--- config.mk ---
export PLATFORM = sky130hd
export DESIGN_NAME = hazard_unit
export DESIGN_NICKNAME = d
export VERILOG_FILES = /design/src/rtl/cpu_pkg.sv /design/src/rtl/hazard_detect.sv /design/src/rtl/hazard_unit.sv
export SDC_FILE = /design/constraint.sdc
export NUM_CORES = 1
export LEC_CHECK = 0
export ABC_AREA = 0
export CAP_MARGIN = 20
export CORE_UTILIZATION = 39
export DETAILED_ROUTE_END_ITERATION = 12
export GPL_TIMING_DRIVEN = 0
export PLACE_DENSITY = 0.77
export SYNTH_ARGS = -nofsm -noshare
export SYNTH_HDL_FRONTEND = slang
export SYNTH_HIERARCHICAL = 1
export SYNTH_SLANG_ARGS = --single-unit
export TNS_END_PERCENT = 100
--- constraint.sdc ---
create_clock -name clk -period 1.9 [get_ports clk]
set_input_delay 0.285 -clock clk [delete_from_list [all_inputs] [get_ports clk]]
set_output_delay 0.285 -clock clk [all_outputs]
set_load 0.01 [all_outputs]
--- src/rtl/cpu_pkg.sv ---
`default_nettype none
// ============================================================================
// Module   : cpu_pkg
// Purpose  : Shared types and constants for the 5-stage CPU pipeline control
//            blocks. Holds the hazard controller state encoding, the
//            register-ID width and the bundled stage-control word.
// Ports    : none (package)
// Revision : 1.0 - initial release
// ============================================================================
package cpu_pkg;

  localparam int REGID_W = 4;
  localparam logic [REGID_W-1:0] REG_ZERO = 4'd0;

  typedef enum logic [1:0] {
    ST_RUN       = 2'd0,
    ST_DMEM_WAIT = 2'd1,
    ST_IMEM_WAIT = 2'd2
  } hz_state_t;

  // One bundle for the five stage enables and the two flushes.
  typedef struct packed {
    logic pc_write;
    logic fd_write;
    logic dx_write;
    logic xm_write;
    logic mw_write;
    logic fd_flush;
    logic dx_flush;
  } hz_ctrl_t;

  // Free-running pipeline: everything advances, nothing squashed.
  localparam hz_ctrl_t CTRL_RUN = '{
    pc_write: 1'b1, fd_write: 1'b1, dx_write: 1'b1, xm_write: 1'b1,
    mw_write: 1'b1, fd_flush: 1'b0, dx_flush: 1'b0
  };

  // Whole pipeline frozen (data-side miss).
  localparam hz_ctrl_t CTRL_FREEZE = '{
    pc_write: 1'b0, fd_write: 1'b0, dx_write: 1'b0, xm_write: 1'b0,
    mw_write: 1'b0, fd_flush: 1'b0, dx_flush: 1'b0
  };

  // Front end held, a bubble goes into X, back end keeps draining.
  localparam hz_ctrl_t CTRL_FRONT_STALL = '{
    pc_write: 1'b0, fd_write: 1'b0, dx_write: 1'b1, xm_write: 1'b1,
    mw_write: 1'b1, fd_flush: 1'b0, dx_flush: 1'b1
  };

endpackage : cpu_pkg
`default_nettype wire

--- src/rtl/hazard_detect.sv ---
`default_nettype none
// ============================================================================
// Module   : hazard_detect
// Purpose  : Combinational load-use comparator. Flags when the instruction in
//            decode reads a register that the load in execute has not yet
//            produced and which forwarding cannot supply in time.
// Ports    : i_fd_rs/i_fd_rt      decode source register IDs
//            i_fd_uses_rs/_rt     decode instruction really reads the source
//            i_fd_is_store        decode is a store (rt is store data)
//            i_dx_memread         execute instruction is a load
//            i_dx_rd              execute destination register ID
//            o_load_use           one-bubble stall required
// Revision : 1.0 - initial release
// ============================================================================
module hazard_detect
  import cpu_pkg::*;
(
  input  logic [REGID_W-1:0] i_fd_rs,
  input  logic [REGID_W-1:0] i_fd_rt,
  input  logic               i_fd_uses_rs,
  input  logic               i_fd_uses_rt,
  input  logic               i_fd_is_store,
  input  logic               i_dx_memread,
  input  logic [REGID_W-1:0] i_dx_rd,
  output logic               o_load_use
);

  logic w_rs_hit;
  logic w_rt_hit;

  assign w_rs_hit = i_fd_uses_rs && (i_fd_rs == i_dx_rd);
  // Store data is forwarded M->M, so a store's rt never needs the bubble.
  assign w_rt_hit = i_fd_uses_rt && !i_fd_is_store && (i_fd_rt == i_dx_rd);

  // r0 is hardwired zero and can never carry a dependency.
  assign o_load_use = i_dx_memread && (i_dx_rd != REG_ZERO) && (w_rs_hit || w_rt_hit);

endmodule : hazard_detect
`default_nettype wire

--- src/rtl/hazard_unit.sv ---
`default_nettype none
// ============================================================================
// Module   : hazard_unit
// Purpose  : Pipeline stall/flush controller. Generates stage write-enables
//            and flushes for load-use, taken branches and I/D cache misses,
//            and counts cycles in which the PC is held.
// Ports    : clk, rst                       clock, sync active-high reset
//            fd_*, dx_memread, dx_rd        load-use detection inputs
//            branch_taken                   branch resolved taken in X
//            imem_miss/imem_done            fetch miss level / done pulse
//            dmem_miss/dmem_done            data miss level / done pulse
//            pc/fd/dx/xm/mw_write           stage register enables
//            fd_flush, dx_flush             load NOP into fd / dx
//            stall_cycles                   saturating pc-hold counter
// Revision : 1.0 - initial release
// ============================================================================
module hazard_unit
  import cpu_pkg::*;
#(
  parameter int CNT_W = 16
)
(
  input  logic               clk,
  input  logic               rst,
  input  logic [REGID_W-1:0] fd_rs,
  input  logic [REGID_W-1:0] fd_rt,
  input  logic               fd_uses_rs,
  input  logic               fd_uses_rt,
  input  logic               fd_is_store,
  input  logic               dx_memread,
  input  logic [REGID_W-1:0] dx_rd,
  input  logic               branch_taken,
  input  logic               imem_miss,
  input  logic               imem_done,
  input  logic               dmem_miss,
  input  logic               dmem_done,
  output logic               pc_write,
  output logic               fd_write,
  output logic               dx_write,
  output logic               xm_write,
  output logic               mw_write,
  output logic               fd_flush,
  output logic               dx_flush,
  output logic [CNT_W-1:0]   stall_cycles
);

  hz_state_t        r_st;
  logic             r_br_pend;
  logic [CNT_W-1:0] r_stall_cnt;

  hz_state_t        w_st_nxt;
  logic             w_br_pend_nxt;
  logic             w_load_use;
  logic             w_run_fetch;
  hz_ctrl_t         w_run_ctrl;
  hz_state_t        w_run_nxt;
  hz_ctrl_t         w_ctrl;

  hazard_detect u_detect (
    .i_fd_rs       (fd_rs),
    .i_fd_rt       (fd_rt),
    .i_fd_uses_rs  (fd_uses_rs),
    .i_fd_uses_rt  (fd_uses_rt),
    .i_fd_is_store (fd_is_store),
    .i_dx_memread  (dx_memread),
    .i_dx_rd       (dx_rd),
    .o_load_use    (w_load_use)
  );

  // Normal-flow rules, reused by RUN, the dmem_done cycle and the cycle a
  // fetch completes. In IMEM_WAIT the completing fetch is not a new miss.
  always_comb begin
    w_run_fetch = imem_miss && (r_st != ST_IMEM_WAIT);
    w_run_ctrl  = CTRL_RUN;
    w_run_nxt   = ST_RUN;
    if (branch_taken) begin
      w_run_ctrl.fd_flush = 1'b1;
      w_run_ctrl.dx_flush = 1'b1;
    end else if (w_load_use || w_run_fetch) begin
      w_run_ctrl = CTRL_FRONT_STALL;
    end
    // Load-use and fetch miss drive identical controls, so an outstanding
    // fetch can be tracked from this cycle even when load-use also fires.
    if (w_run_fetch && !branch_taken) begin
      w_run_nxt = ST_IMEM_WAIT;
    end
  end

  always_comb begin
    w_ctrl        = CTRL_RUN;
    w_st_nxt      = r_st;
    w_br_pend_nxt = r_br_pend;
    case (r_st)
      ST_RUN: begin
        if (dmem_miss) begin
          w_ctrl   = CTRL_FREEZE;
          w_st_nxt = ST_DMEM_WAIT;
        end else begin
          w_ctrl   = w_run_ctrl;
          w_st_nxt = w_run_nxt;
        end
      end
      ST_DMEM_WAIT: begin
        if (!dmem_done) begin
          w_ctrl = CTRL_FREEZE;
        end else begin
          w_ctrl   = w_run_ctrl;
          w_st_nxt = w_run_nxt;
        end
      end
      ST_IMEM_WAIT: begin
        if (dmem_miss) begin
          w_ctrl   = CTRL_FREEZE;
          w_st_nxt = ST_DMEM_WAIT;
        end else if (imem_done) begin
          w_st_nxt = ST_RUN;
          if (r_br_pend) begin
            // Word fetched from the pre-branch PC: drop it; PC already
            // points at the target.
            w_ctrl          = CTRL_RUN;
            w_ctrl.pc_write = 1'b0;
            w_ctrl.fd_flush = 1'b1;
            w_br_pend_nxt   = 1'b0;
          end else begin
            w_ctrl = w_run_ctrl;
          end
        end else begin
          w_ctrl = CTRL_FRONT_STALL;
          if (branch_taken) begin
            w_ctrl.pc_write = 1'b1;
            w_ctrl.fd_flush = 1'b1;
            w_br_pend_nxt   = 1'b1;
          end
        end
      end
      default: w_st_nxt = ST_RUN;
    endcase
    if (rst) begin
      w_ctrl = CTRL_RUN;
    end
  end

  always_ff @(posedge clk) begin
    if (rst) begin
      r_st        <= ST_RUN;
      r_br_pend   <= 1'b0;
      r_stall_cnt <= '0;
    end else begin
      r_st      <= w_st_nxt;
      r_br_pend <= w_br_pend_nxt;
      if (!w_ctrl.pc_write && (r_stall_cnt != {CNT_W{1'b1}})) begin
        r_stall_cnt <= r_stall_cnt + CNT_W'(1);
      end
    end
  end

  assign pc_write     = w_ctrl.pc_write;
  assign fd_write     = w_ctrl.fd_write;
  assign dx_write     = w_ctrl.dx_write;
  assign xm_write     = w_ctrl.xm_write;
  assign mw_write     = w_ctrl.mw_write;
  assign fd_flush     = w_ctrl.fd_flush;
  assign dx_flush     = w_ctrl.dx_flush;
  assign stall_cycles = r_stall_cnt;

endmodule : hazard_unit
`default_nettype wire

==> results by group <==
Run status
  • Run status: finished, violations left
  • Violations in the final reports: negative setup slack

Worst setup path
  • CP Launch Point: r_st[1]
  • Endpoint of the worst-slack reg-to-reg timing path: stall_cycles[9]
  • Largest fanout on the critical path: 6
  • Series of cell instances along the critical path: buf_4, a21oi_4, nand4_1, or4b_4, or4_4, a21oi_2
  • Worst reg-to-reg setup slack: -0.19 ns
  • Required time worst endpoint: 2.16 ns
  • Category of the most critical setup path: reg -> reg
  • Stage delay of the slowest cell on the critical path: 0.62 ns
  • Crit path capture: stall_cycles[9]
  • Worst reg2reg path depth: 6
  • Type of element launching the critical path: flop
  • Library cell contributing the largest single delay on the critical path: sky130_fd_sc_hd__or4b_4
  • Arrival time worst endpoint: 2.34 ns
  • Crit end category: flop
  • Startpoint of the most critical register-to-register path: r_st[1]

Clock tree
  • Total of hold buffers inserted after clock tree synthesis: 0
  • Worst-case clock buffer depth: 2
  • Clock slew at reported path FFs: 0.12 ns
  • Clock latency of the later-clocked register in the worst-skew pair: 0.33 ns
  • Root Buffer Master: sky130_fd_sc_hd__clkbuf_4
  • TritonCTS Buffers: 3
  • TritonCTS clock tree: done
  • Clock sink count: 19
  • # H-tree levels: 1

Drt
  • Wire length after detailed routing: 4.61 mm
  • Post-route antenna net violation count: 0
  • Iteration-0 DRC Markers: 91
  • Via count: 1519
  • Vias per inst: 5.75
  • Average detailed-routed wire length per instance: 17.5 um
  • Pre-antenna DRT Iters: 4
  • DRC violation count after routing: 0

Layout
  • Share of layout cells above drive strength 1: 43.6%
  • Final standard cell count with taps included and fillers excluded: 264
  • Synth-to-Final Area Change: 85.0%
  • Final Net Count: 245
  • Number of inserted diodes: 0
  • Core Util, Final: 75.2%
  • Filler cells: 210

Synthesis
  • Simple-gate share of the synthesized area: 31.4%
  • Nets in the synthesized netlist: 180
  • Sequential-to-total area share from yosys stat: 30.9%
  • Async SR Flop Fraction: 0%
  • Fraction of the mapped netlist area in compound gates: 20.4%
  • Number of flops mapped to enable cells by yosys: 0
  • Flip-flop cell with the highest count after synthesis: sky130_fd_sc_hd__dfxtp_1
  • Synthesized area divided by synthesized cell count: 7.88 um^2
  • YS warnings: 6
  • Number of distinct library cells after synthesis: 39
  • Cell count after synthesis: 156
  • Share of synthesized area spent on multiplexers: 4.17%
  • Dominant combinational cell family by area after synthesis: simple AND/OR/NAND/NOR gates
  • Top-area cell type share of the netlist area: 30.9%
  • Post-Synth Adder-Cell Area: 1.02%
  • Yosys top cell by area: sky130_fd_sc_hd__dfxtp_1
  • Cell Area, Synth: 1230 um^2
  • Post-synthesis register bit count: 19
  • Synth top area cells: sky130_fd_sc_hd__dfxtp_1 (31%), sky130_fd_sc_hd__a21oi_1 (6.1%), sky130_fd_sc_hd__or4_1 (5.5%)
  • Fraction of synthesized cell area in xor and xnor cells: 5.70%

GRT
  • Wire length of the first global-routing pass: 7.07 mm
  • Overflow left after global routing: 0
  • Number of global-route vias before repair: 1545
  • Antenna violations before repair: 0
  • Global-route usage over all layers: 27.4%
  • Largest net degree at the start of global routing: 11

Power and ir drop
  • Sw Share: 32.5%
  • Sequential fraction of design power: 41.7%
  • Clock Power Share: 22.6%
  • Combinational group share of total power: 35.7%
  • Overall power of the completed layout: 1.01 mW
  • Peak supply drop: 540 uV
  • NetSw: 327 uW
  • Design internal power: 678 uW
  • Ratio of total power to cell area: 442 nW/um^2
  • Leakage power: 0.767 nW

Worst hold path
  • Path class of the lowest-slack min-delay path: in -> reg
  • Startpoint of the tightest hold check path: rst

Die
  • Placement Rows: 20
  • Core area: 3030 um^2
  • I/O pin count: 46
  • Width of the die: 58.2 um
  • Starting Density: 40.6%
  • Total die area: 3380 um^2
  • Die boundary height: 58.2 um

Placement
  • Final weighted congestion in routability-driven placement: 0.895
  • Number of placed instances with taps included: 245
  • Post-DP HPWL: 2.53 mm
  • Number of buffer cells added on primary ports: 45

Timing
  • Max transition margin: 60.5%
  • Setup Viol. Count Final: 10
  • Slew of the pin with the lowest slew margin: 0.593 ns
  • RSZ-0062 raised after global routing: true
  • Hold violation count in the final report: 0
  • Final worst path period share: 110%
  • Smallest setup slack after layout: -0.187 ns
  • Number of max-slew violations in the final report: 0
  • Final Hold Slack: 0.476 ns
  • Fmax: 479 MHz
  • Clock skew: 0.0102 ns
  • Min cycle time layout: 2.09 ns

Flow run
  • Max Cap Violations: 0
-- synthesized netlist by cell type, drive strengths merged (3+ instances only) --
master and number:
buf 7, o311ai 3, inv 6, nand4 6
nand2 17, or4 9, xor2 6, o31ai 8
mux2i 4, dfxtp 19, nor3 7, nand3 5
a21oi 16, nand2b 5, nor2 11
-- cells in the final DEF, fill, tap and decap left out, drive strengths merged, types with 3 or more instances in the layout --
master         instances
buf                   33
clkdlybuf4s50         24
dfxtp                 19
nand2                 17
a21oi                 16
nor2                  11
or4                    9
clkbuf                 9
o31ai                  8
nor3                   7
inv                    6
nand4                  6
xor2                   6
dlygate4sd2            5
nand2b                 5
nand3                  5
mux2i                  4
o311ai                 3
-- power by group through the flow --
stage	clock network [mW]	logic, mW	registers, mW
2_1_floorplan	0	0.110	0.432
3_3_place_gp	0	0.223	0.430
3_5_place_dp	0	0.229	0.430
4_1_cts	0.225	0.324	0.420
5_1_grt	0.238	0.377	0.420
6_report	0.227	0.359	0.419
-- state kept, by name (all words and copies together), names as in the netlist --
signal        flops
r_st              2
stall_cycles     16
r_br_pend         1
-- critical path, delay by kind of cell, from the launching register on --
| kind | cells | cell delay, ns |
|---|---|---|
| AND/OR/NAND/NOR | 3 | 1.25 |
| flip-flops | 1 | 0.35 |
| buffers and inverters | 1 | 0.14 |
| AO/OA/AOI/OAI | 2 | 0.27 |
-- per-layer routing --
metal	part of all wire (%)	wire, um	track usage (%)	vias up
li1	-	-	-	716
met1	39	1810	31.6	723
met2	53	2420	47.3	68
met3	6.0	277	7.14	12
met4	2.2	102	12.9	0
met5	0	0	0	-
-- kinds of logic after synthesis --
logic type	Yosys count
compound gates	37
simple gates	72
flops	19
mux	5
buf+inv	14
fa+ha+maj	1
xor+xnor	8
-- final cells by class --
class                   count  area (um^2)  share of cell area [%]
clock buffers               4         26.3                    1.15
flip-flops and latches     19          399                    17.5
repair buffers             61          582                    25.6
inverters                   6         22.5                   0.990
plain buffers               7         81.3                    3.57
multi-input cells         123         1110                    48.8
well taps                  44         55.1                    2.42
-- stage by stage --
step,worst slack [ns],area (um^2),TNS [ns]
after floorplan,-0.0178,1270,-0.0795
after global placement,-0.973,1780,-14.16
after detailed placement,-1.03,1780,-16.06
after CTS,-0.116,2170,-0.624
after global routing,-0.253,2280,-2.46
final,-0.187,2280,-1.19
-- worst min path at each step --
stage,end,cells after the start
detailed placement,stall_cycles[10],1
finish,r_br_pend,2
global placement,stall_cycles[15],2
floorplan,r_br_pend,1
global route,r_br_pend,2
CTS,r_br_pend,2
-- timing repair --
item | in CTS | in global routing
gates resized for setup | 120 | 33
setup buffers | 9 | 4
setup endpoints to repair | 23 | 22
pin swaps | 33 | 21
gates cloned | 3 | 0
Power figures use the tool's default switching activity.
